**src/rtl/riscv_fetch_pkg.sv**
```systemverilog
// Shared types and constants for the instruction fetch stage.
// A fetch buffer entry pairs an instruction word with the PC it was fetched from.
package riscv_fetch_pkg;

    localparam int              XLEN             = 32;
    localparam logic [XLEN-1:0] DEFAULT_RESET_PC = 32'h0000_0000;
    localparam logic [XLEN-1:0] IMEM_WORD_BYTES  = 32'd4;

    typedef struct packed {
        logic [XLEN-1:0] pc;
        logic [XLEN-1:0] inst;
    } fetch_entry_t;

    function automatic logic [XLEN-1:0] word_align(input logic [XLEN-1:0] addr);
        return {addr[XLEN-1:2], 2'b00};
    endfunction

endpackage

```
**src/rtl/riscv_fetch_fifo.sv**
```systemverilog
// Small synchronous FIFO of fetch entries; flush wins over push and pop.
// Entries are cleared on reset so the head reads zero straight out of reset.
module riscv_fetch_fifo
    import riscv_fetch_pkg::*;
#(
    parameter int DEPTH = 2,
    localparam int PW   = $clog2(DEPTH),
    localparam int CW   = PW + 1
) (
    input  logic         clk,
    input  logic         rst_n,
    input  logic         i_push,
    input  logic         i_pop,
    input  logic         i_flush,
    input  fetch_entry_t i_data,
    output fetch_entry_t o_head,
    output logic [CW-1:0] o_count,
    output logic         o_empty,
    output logic         o_full
);

    fetch_entry_t  r_mem [DEPTH];
    logic [PW-1:0] r_wr_ptr;
    logic [PW-1:0] r_rd_ptr;
    logic [CW-1:0] r_count;
    logic          w_do_push;
    logic          w_do_pop;

    assign o_count   = r_count;
    assign o_empty   = (r_count == '0);
    assign o_full    = (r_count == CW'(DEPTH));
    assign o_head    = r_mem[r_rd_ptr];
    assign w_do_pop  = i_pop && !o_empty;
    assign w_do_push = i_push && (!o_full || w_do_pop);

    always_ff @(posedge clk or negedge rst_n) begin
        if (!rst_n) begin
            r_wr_ptr <= '0;
            r_rd_ptr <= '0;
            r_count  <= '0;
            for (int i = 0; i < DEPTH; i++) begin
                r_mem[i] <= '0;
            end
        end else if (i_flush) begin
            r_wr_ptr <= '0;
            r_rd_ptr <= '0;
            r_count  <= '0;
        end else begin
            if (w_do_push) begin
                r_mem[r_wr_ptr] <= i_data;
                r_wr_ptr        <= r_wr_ptr + 1'b1;
            end
            if (w_do_pop) begin
                r_rd_ptr <= r_rd_ptr + 1'b1;
            end
            r_count <= r_count + CW'(w_do_push) - CW'(w_do_pop);
        end
    end

    // Request credits should make a push into a full buffer impossible.
    assert property (@(posedge clk) disable iff (!rst_n) !(i_push && !i_flush && o_full));

endmodule

```
**src/rtl/riscv_fetch.sv**
```systemverilog
// Fetch stage: owns the fetch PC, issues credit-limited word reads and buffers
// returned instructions for decode; redirects flush the buffer and drop stale responses.
module riscv_fetch
    import riscv_fetch_pkg::*;
#(
    parameter int                     WORD_LENGTH = XLEN,
    parameter logic [WORD_LENGTH-1:0] RESET_PC    = DEFAULT_RESET_PC,
    parameter int                     FIFO_DEPTH  = 2
) (
    input  logic                   clk,
    input  logic                   rst_n,
    output logic                   imem_req_valid,
    input  logic                   imem_req_ready,
    output logic [WORD_LENGTH-1:0] imem_req_addr,
    input  logic                   imem_resp_valid,
    input  logic [WORD_LENGTH-1:0] imem_resp_data,
    input  logic                   redirect_valid,
    input  logic [WORD_LENGTH-1:0] redirect_pc,
    output logic                   inst_valid,
    input  logic                   inst_ready,
    output logic [WORD_LENGTH-1:0] inst,
    output logic [WORD_LENGTH-1:0] inst_pc
);

    localparam int CW = $clog2(FIFO_DEPTH) + 1;

    logic [WORD_LENGTH-1:0] r_fetch_pc;
    logic [WORD_LENGTH-1:0] r_resp_pc;
    logic [CW-1:0]          r_inflight;
    logic [CW-1:0]          r_drop_cnt;

    logic [CW-1:0]          w_fifo_count;
    logic [CW:0]            w_credit_used;
    logic                   w_fifo_empty;
    logic                   w_fifo_full;
    logic                   w_req_valid;
    logic                   w_req_fire;
    logic                   w_resp_drop;
    logic                   w_push;
    logic                   w_pop;
    logic [WORD_LENGTH-1:0] w_target;
    fetch_entry_t           w_push_entry;
    fetch_entry_t           w_head;

    // Outstanding requests plus buffered entries never exceed the buffer size,
    // so every response is guaranteed a free slot.
    assign w_credit_used = {1'b0, r_inflight} + {1'b0, w_fifo_count};
    assign w_req_valid   = rst_n && (w_credit_used < (CW+1)'(FIFO_DEPTH)) && !redirect_valid;
    assign w_req_fire    = w_req_valid && imem_req_ready;
    assign w_resp_drop   = imem_resp_valid && (r_drop_cnt != '0);
    assign w_push        = imem_resp_valid && (r_drop_cnt == '0) && !redirect_valid;
    assign w_pop         = inst_valid && inst_ready;
    assign w_target      = word_align(redirect_pc);
    assign w_push_entry  = '{pc: r_resp_pc, inst: imem_resp_data};

    assign imem_req_valid = w_req_valid;
    assign imem_req_addr  = r_fetch_pc;
    assign inst_valid     = !w_fifo_empty;
    assign inst           = w_fifo_empty ? '0 : w_head.inst;
    assign inst_pc        = w_fifo_empty ? '0 : w_head.pc;

    always_ff @(posedge clk or negedge rst_n) begin
        if (!rst_n) begin
            r_fetch_pc <= RESET_PC;
            r_resp_pc  <= RESET_PC;
            r_inflight <= '0;
            r_drop_cnt <= '0;
        end else if (redirect_valid) begin
            // Everything still outstanding after this cycle belongs to the old stream.
            r_fetch_pc <= w_target;
            r_resp_pc  <= w_target;
            r_inflight <= r_inflight - CW'(imem_resp_valid);
            r_drop_cnt <= r_inflight - CW'(imem_resp_valid);
        end else begin
            if (w_req_fire) begin
                r_fetch_pc <= r_fetch_pc + IMEM_WORD_BYTES;
            end
            if (w_push) begin
                r_resp_pc <= r_resp_pc + IMEM_WORD_BYTES;
            end
            if (w_resp_drop) begin
                r_drop_cnt <= r_drop_cnt - 1'b1;
            end
            r_inflight <= r_inflight + CW'(w_req_fire) - CW'(imem_resp_valid);
        end
    end

    riscv_fetch_fifo #(
        .DEPTH (FIFO_DEPTH)
    ) u_fifo (
        .clk     (clk),
        .rst_n   (rst_n),
        .i_push  (w_push),
        .i_pop   (w_pop),
        .i_flush (redirect_valid),
        .i_data  (w_push_entry),
        .o_head  (w_head),
        .o_count (w_fifo_count),
        .o_empty (w_fifo_empty),
        .o_full  (w_fifo_full)
    );

    logic w_unused;
    assign w_unused = w_fifo_full;

endmodule

```
**config.mk**
```make
export PLATFORM = sky130hd
export DESIGN_NAME = riscv_fetch
export DESIGN_NICKNAME = d
export VERILOG_FILES = /design/src/rtl/riscv_fetch_pkg.sv /design/src/rtl/riscv_fetch_fifo.sv /design/src/rtl/riscv_fetch.sv
export SDC_FILE = /design/constraint.sdc
export NUM_CORES = 1
export LEC_CHECK = 0
export ABC_AREA = 1
export CAP_MARGIN = 15
export CORE_UTILIZATION = 30
export CTS_CLUSTER_DIAMETER = 80
export DETAILED_ROUTE_END_ITERATION = 8
export MAX_ROUTING_LAYER = met4
export PLACE_DENSITY = 0.51
export SYNTH_ARGS = -nofsm -noshare
export SYNTH_HDL_FRONTEND = slang
export SYNTH_SLANG_ARGS = --single-unit
```
**constraint.sdc**
```tcl
create_clock -name clk -period 2.8 [get_ports clk]
set_input_delay 0.28 -clock clk [delete_from_list [all_inputs] [get_ports clk]]
set_output_delay 0.28 -clock clk [all_outputs]
set_load 0.01 [all_outputs]
```
* After elaboration in Yosys (flattened, before gate mapping) *
Index checks and enable logic that the tools add are counted.

cells by class
  bitwise logic cells = 3
  eq/ne operators = 1
  mux-type cells = 20
  add/subtract/negate cells = 11
  order comparisons = 4
  reductions and logical operators = 23

operators with widths
  operator                                                  count
  two-way mux 64 bit                                        4
  two-way mux 32 bit                                        6
  bitwise mux 128 bit                                       1
  adder 32 x 3 -> 32 bit, second input constant             2
  demux 64 bit (select 1 bit)                               1
  nonzero test 2 bit                                        6
  logical AND 1 bit                                         10
  two-way mux 2 bit                                         4
  subtractor 2 x 1 -> 2 bit                                 3
  adder 2 x 1 -> 2 bit                                      2
  greater-or-equal comparator 2 bit, second input constant  2
  logical NOT 2 bit                                         2
  two-way mux 1 bit                                         4
  NOT 1 -> 2 bit                                            2
  adder 2 x 2 -> 3 bit                                      1
  logical NOT 1 bit                                         3
  < comparator 3 x 2 -> 1 bit, second input constant        1
  adder 1 bit, second input constant                        2
  equality test 2 bit, second input constant                1
  < comparator 2 x 1 -> 1 bit, second input constant        1
  AND reduction 2 bit                                       1
  subtractor 2 x 1 -> 2 bit, second input constant          1
  logical OR 1 bit                                          1
  NOT 1 bit                                                 1

storage, ports and cells
  register bits after elaboration = 200
  logic and storage cells = 73

* Logic depth before layout (Yosys ltp) *
  depth in word-level cells = 9
  depth in mapped cells = 11
  depth with buffers taken out = 11

* Modules after synthesis *
From an unflattened synthesis, not the netlist that was laid out.

second synthesis, totals
  cell total of the unflattened synthesis = 1604
  area, all modules = 11340.9 µm²

by module, submodules not included
  module            area each (µm²)  times used  cells an instance  seq. area each (µm²)
  riscv_fetch_fifo  6436.2           1           811                3303.2
  riscv_fetch       4904.7           1           793                1601.5

* Worst setup path before layout *
Ideal clock, no wire load.

  kind = reg2reg
  from = register u_fifo.r_count[0] (netlist: u_fifo.o_count[0])
  to = register r_inflight[1]
  cell stages (with the launch flop) = 12
  setup time = 0.136 ns
  arrival time = 2.091 ns
  slack = 0.573 ns
  required time = 2.664 ns
  cell sequence = dfrtp_1 > nand2_1 > inv_1 > fa_1 > nor2_1 > nand4_4 > ha_1 > inv_1 > ha_1 > xor2_1 > xnor2_1 > o21ai_0

on the way
  cells in the longest elaborated chain, start to end = 8

RTL lines
  what                            line                    source
  from (decl)                     riscv_fetch_fifo.sv:25  logic [CW-1:0] r_count;
  from (signal assigned)          riscv_fetch_fifo.sv:56  r_count <= r_count + CW'(w_do_push) - CW'(w_do_pop);
  adder 2 x 2 -> 3 bit            riscv_fetch.sv:47       assign w_credit_used = {1'b0, r_inflight} + {1'b0, w_fifo_count};
  < comparator 3 x 2 -> 1 bit     riscv_fetch.sv:48       assign w_req_valid = rst_n && (w_credit_used < (CW+1)'(FIFO_DEPTH)) && !redirect_valid;
  logical AND 1 bit (2 in a row)  riscv_fetch.sv:48
  logical AND 1 bit               riscv_fetch.sv:49       assign w_req_fire = w_req_valid && imem_req_ready;
  adder 2 x 1 -> 2 bit            riscv_fetch.sv:84       r_inflight <= r_inflight + CW'(w_req_fire) - CW'(imem_resp_valid);
  subtractor 2 x 1 -> 2 bit       riscv_fetch.sv:84
  two-way mux 2 bit               riscv_fetch.sv:68       end else if (redirect_valid) begin
  to (signal assigned)            riscv_fetch.sv:72       r_inflight <= r_inflight - CW'(imem_resp_valid);
  to (signal assigned)            riscv_fetch.sv:84
  to (decl)                       riscv_fetch.sv:29       logic [CW-1:0] r_inflight;

Every way passes these cells.
A chain may end at the register's enable or synchronous reset.

* Final worst setup path *
  from = register u_fifo.r_count[1] (netlist: u_fifo.o_count[1])
  to = output inst_pc[13]

on the way
  cells in the longest elaborated chain, start to end = 2

RTL lines
  what                line                    source
  logical NOT 2 bit   riscv_fetch_fifo.sv:30  assign o_empty = (r_count == '0);
  two-way mux 32 bit  riscv_fetch.sv:60       assign inst_pc = w_fifo_empty ? '0 : w_head.pc;
  to (decl)           riscv_fetch.sv:22       output logic [WORD_LENGTH-1:0] inst_pc

Every way passes these cells.

==> impl_metrics.ini <==
[synthesis]
ys_async_sr_fraction = 1.00
synthCells = 1364
synth-seq-area-share = 0.477
synth_seq_cells = 192
yosys_warnings = 0
synthFlopType = dfrtp_1
avgSynthCellArea_um2 = 7.38
yosysUniqueCellTypes = 37
netlist_area_mm2 = 0.0101
synth_edf_count = 0

[placed_design]
hpwl_mm = 21.0
gp_congestion = 0.845
post_dp_cell_area_mm2 = 0.0122
portBuffers = 161
place_ws_ps = 225
dpl.cell_count = 1927

[setup_path]
critPathArrivalTime_ps = 2250
cp-end-kind = primary output
required_ps = 2520
crit_chain = nor2_4 > buf_12 > a21oi_1 > clkdlybuf4s50_1
ff2ff_setup_slack_ps = 370
reg2reg_depth = 11
cp_max_fo = 17
slowest_delay_ps = 540
path_class = reg2out
r2r-end = imem_req_addr[14]$_DFFE_PN0P_
setup.worst_path.start_class = flip-flop
worstReg2RegStart = u_fifo.o_count[0]$_DFF_PN0_
slowest_stage = clkdlybuf4s50_1
critPathBufInv = 2
cp_top_family = buffers and inverters

[pwr]
irDropWorstVdd_mv = 0.444
design_power_total_mw = 10.8
powerDensity_mw_per_mm2 = 842
power_leakage_nw = 5.85

[global_routing]
grt_antenna_before_repair = 0
grt_use_total = 0.185
grt.overflow.total = 0
grt_pass1_vias = 8755
grt_max_degree = 110
grt_pass1_wl_mm = 47.9

[sta]
rsz0062_at_grt = no
finalHoldViolations = 0
setup_ws_ps = 267
setup_violations = 0
fin_crit_sh = 0.905
maxSlewViolCount = 0
slew_headroom = 0.417
setup_tns_ps = 0
fin_skew_ps = 18.4
tightest_slew_ps = 874
timing.fmax_ghz = 0.395
fin_crit_ps = 2530

[finish]
nNetsFinal = 1584
drive_above_1_share = 0.0508
fin_cells = 1959
final_common_cell = nand2_1
final_cell_mix = nand2_1 (473), dfrtp_1 (191), clkdlybuf4s50_1 (159)
final_area_mm2 = 0.0128
diodes = 0
areaGrowthSynthToFinish_pct = 27.4

[route]
vias_per_cell = 4.69
vias = 9191
wire_per_inst_um = 15.2
drtIter0Drc = 641
drtPass1Iterations = 5
routed_wl_mm = 29.8
drc = 0
antenna_left = 0

[die]
dieWidth_um = 185
die_area_mm2 = 0.0343
initial_core_util = 0.307
num_rows = 66
ios = 168
fp.coreArea_mm2 = 0.0328
die_h_um = 185

[clocking]
clkSinkCount = 192
cts_tree = yes
post_cts_buffers = 0
clkLatencyLatePin_ps = 440
cts-root-buf = clkbuf_16
clk_pin_slew_ps = 90
numCtsBuffers = 17
clk_path_buf_depth = 2
ctsHtreeMaxLevel = 4

[outcome]
run_status = finished clean

[job]
drv_cap = 0

[hold_path]
hold_path.class = in2async
sequential cells by signal, summed over array words and instances (netlist names):
register         cells
u_fifo.r_mem       124
imem_req_addr       30
r_resp_pc           30
r_drop_cnt           2
r_inflight           2
u_fifo.o_count       2
u_fifo.r_rd_ptr      1
u_fifo.r_wr_ptr      1
synthesized netlist by cell type (4+ instances only):
library cell / instances / area (um2)
nand2_1: 473 / 1780
dfrtp_1: 192 / 4800
inv_1: 135 / 507
o21ai_0: 112 / 561
nor2_1: 87 / 327
a21oi_1: 85 / 425
nand3_1: 72 / 360
o21ai_1: 47 / 235
clkbuf_1: 32 / 120
buf_2: 18 / 90.1
nor3_1: 17 / 85.1
o211ai_1: 13 / 97.6
xor2_1: 11 / 96.3
ha_1: 8 / 100
buf_6: 7 / 78.8
buf_1: 5 / 18.8
o21bai_1: 5 / 37.5
a31oi_1: 4 / 25.0
buf_4: 4 / 30.0
nand2_2: 4 / 25.0
o221ai_1: 4 / 35.0
worst reg2reg max path, stage by stage, from the launching register on:
cell and delay, ps:
dfrtp_1 440, nand2_1 90, inv_1 50, fa_1 480
nor2_4 170, nand4_4 90, buf_4 190, nand2_1 280
inv_2 230, nand2_1 110, nand2_1 40, o21bai_1 140
worst max path at each step:
stage                                    endpoint  depth (start not counted)                   startpoint
CTS                                imem_req_valid                          7  u_fifo.o_count[0]$_DFF_PN0_
floorplan                 r_inflight[1]$_DFF_PN0_                         11  u_fifo.o_count[0]$_DFF_PN0_
global route                          inst_pc[17]                          4  u_fifo.r_rd_ptr$_DFFE_PN0P_
global placement    imem_req_addr[12]$_DFFE_PN0P_                          9               redirect_valid
detailed placement  imem_req_addr[12]$_DFFE_PN0P_                          9               redirect_valid
finish                                inst_pc[13]                          4  u_fifo.o_count[1]$_DFF_PN0_
cell type report:
cell class	count	area, um2
clock buffers	17	425
clock inverters	14	163
fillers	3432	20000
inverters	139	526
multi-input cells	970	4440
flip-flops and latches	192	4810
well taps	442	553
repair buffers	185	1910
routing by layer:
metal | wire length (um) | track usage
met2 | 12900 | 0.274
met3 | 1420 | 0.0317
met5 | 0 | -
met1 | 15300 | 0.265
met4 | 272 | 0.0340
timing repair:
action / in CTS / in global routing
hold endpoints to repair: 18 / 0
hold buffers: 1 / 0
cloned: 0 / 0
setup endpoints to repair: 1 / 1
resized for setup: 1 / 3
cell families (layout without fill, tap and decap cells):
kind of cell             count (synthesis)  after routing  synth area share
XOR/XNOR                                14             14            0.0122
adder cells (fa/ha/maj)                  9              9            0.0119
AO/OA/AOI/OAI                          275            275             0.145
flip-flops                             192            192             0.477
AND/OR/NAND/NOR                        668            668             0.268
buffers and inverters                  205            355            0.0854
other                                    1              4          0.000373
stage by stage:
stage | util | hold slack, ps
3_3_place_gp | 0.372 | 170
6_report | 0.391 | 265
4_1_cts | 0.391 | 262
5_1_grt | 0.391 | 274
3_5_place_dp | 0.372 | 175
2_1_floorplan | - | -15.6
power breakdown:
| part | internal [mW] | leakage, nW | switching [mW] |
|---|---|---|---|
| clock | 1.21 | 0.288 | 1.27 |
| combinational | 1.74 | 3.13 | 2.22 |
| sequential | 3.70 | 2.43 | 0.653 |
| total | 6.65 | 5.85 | 4.15 |
Note: power is estimated with default switching activity, not from simulation.
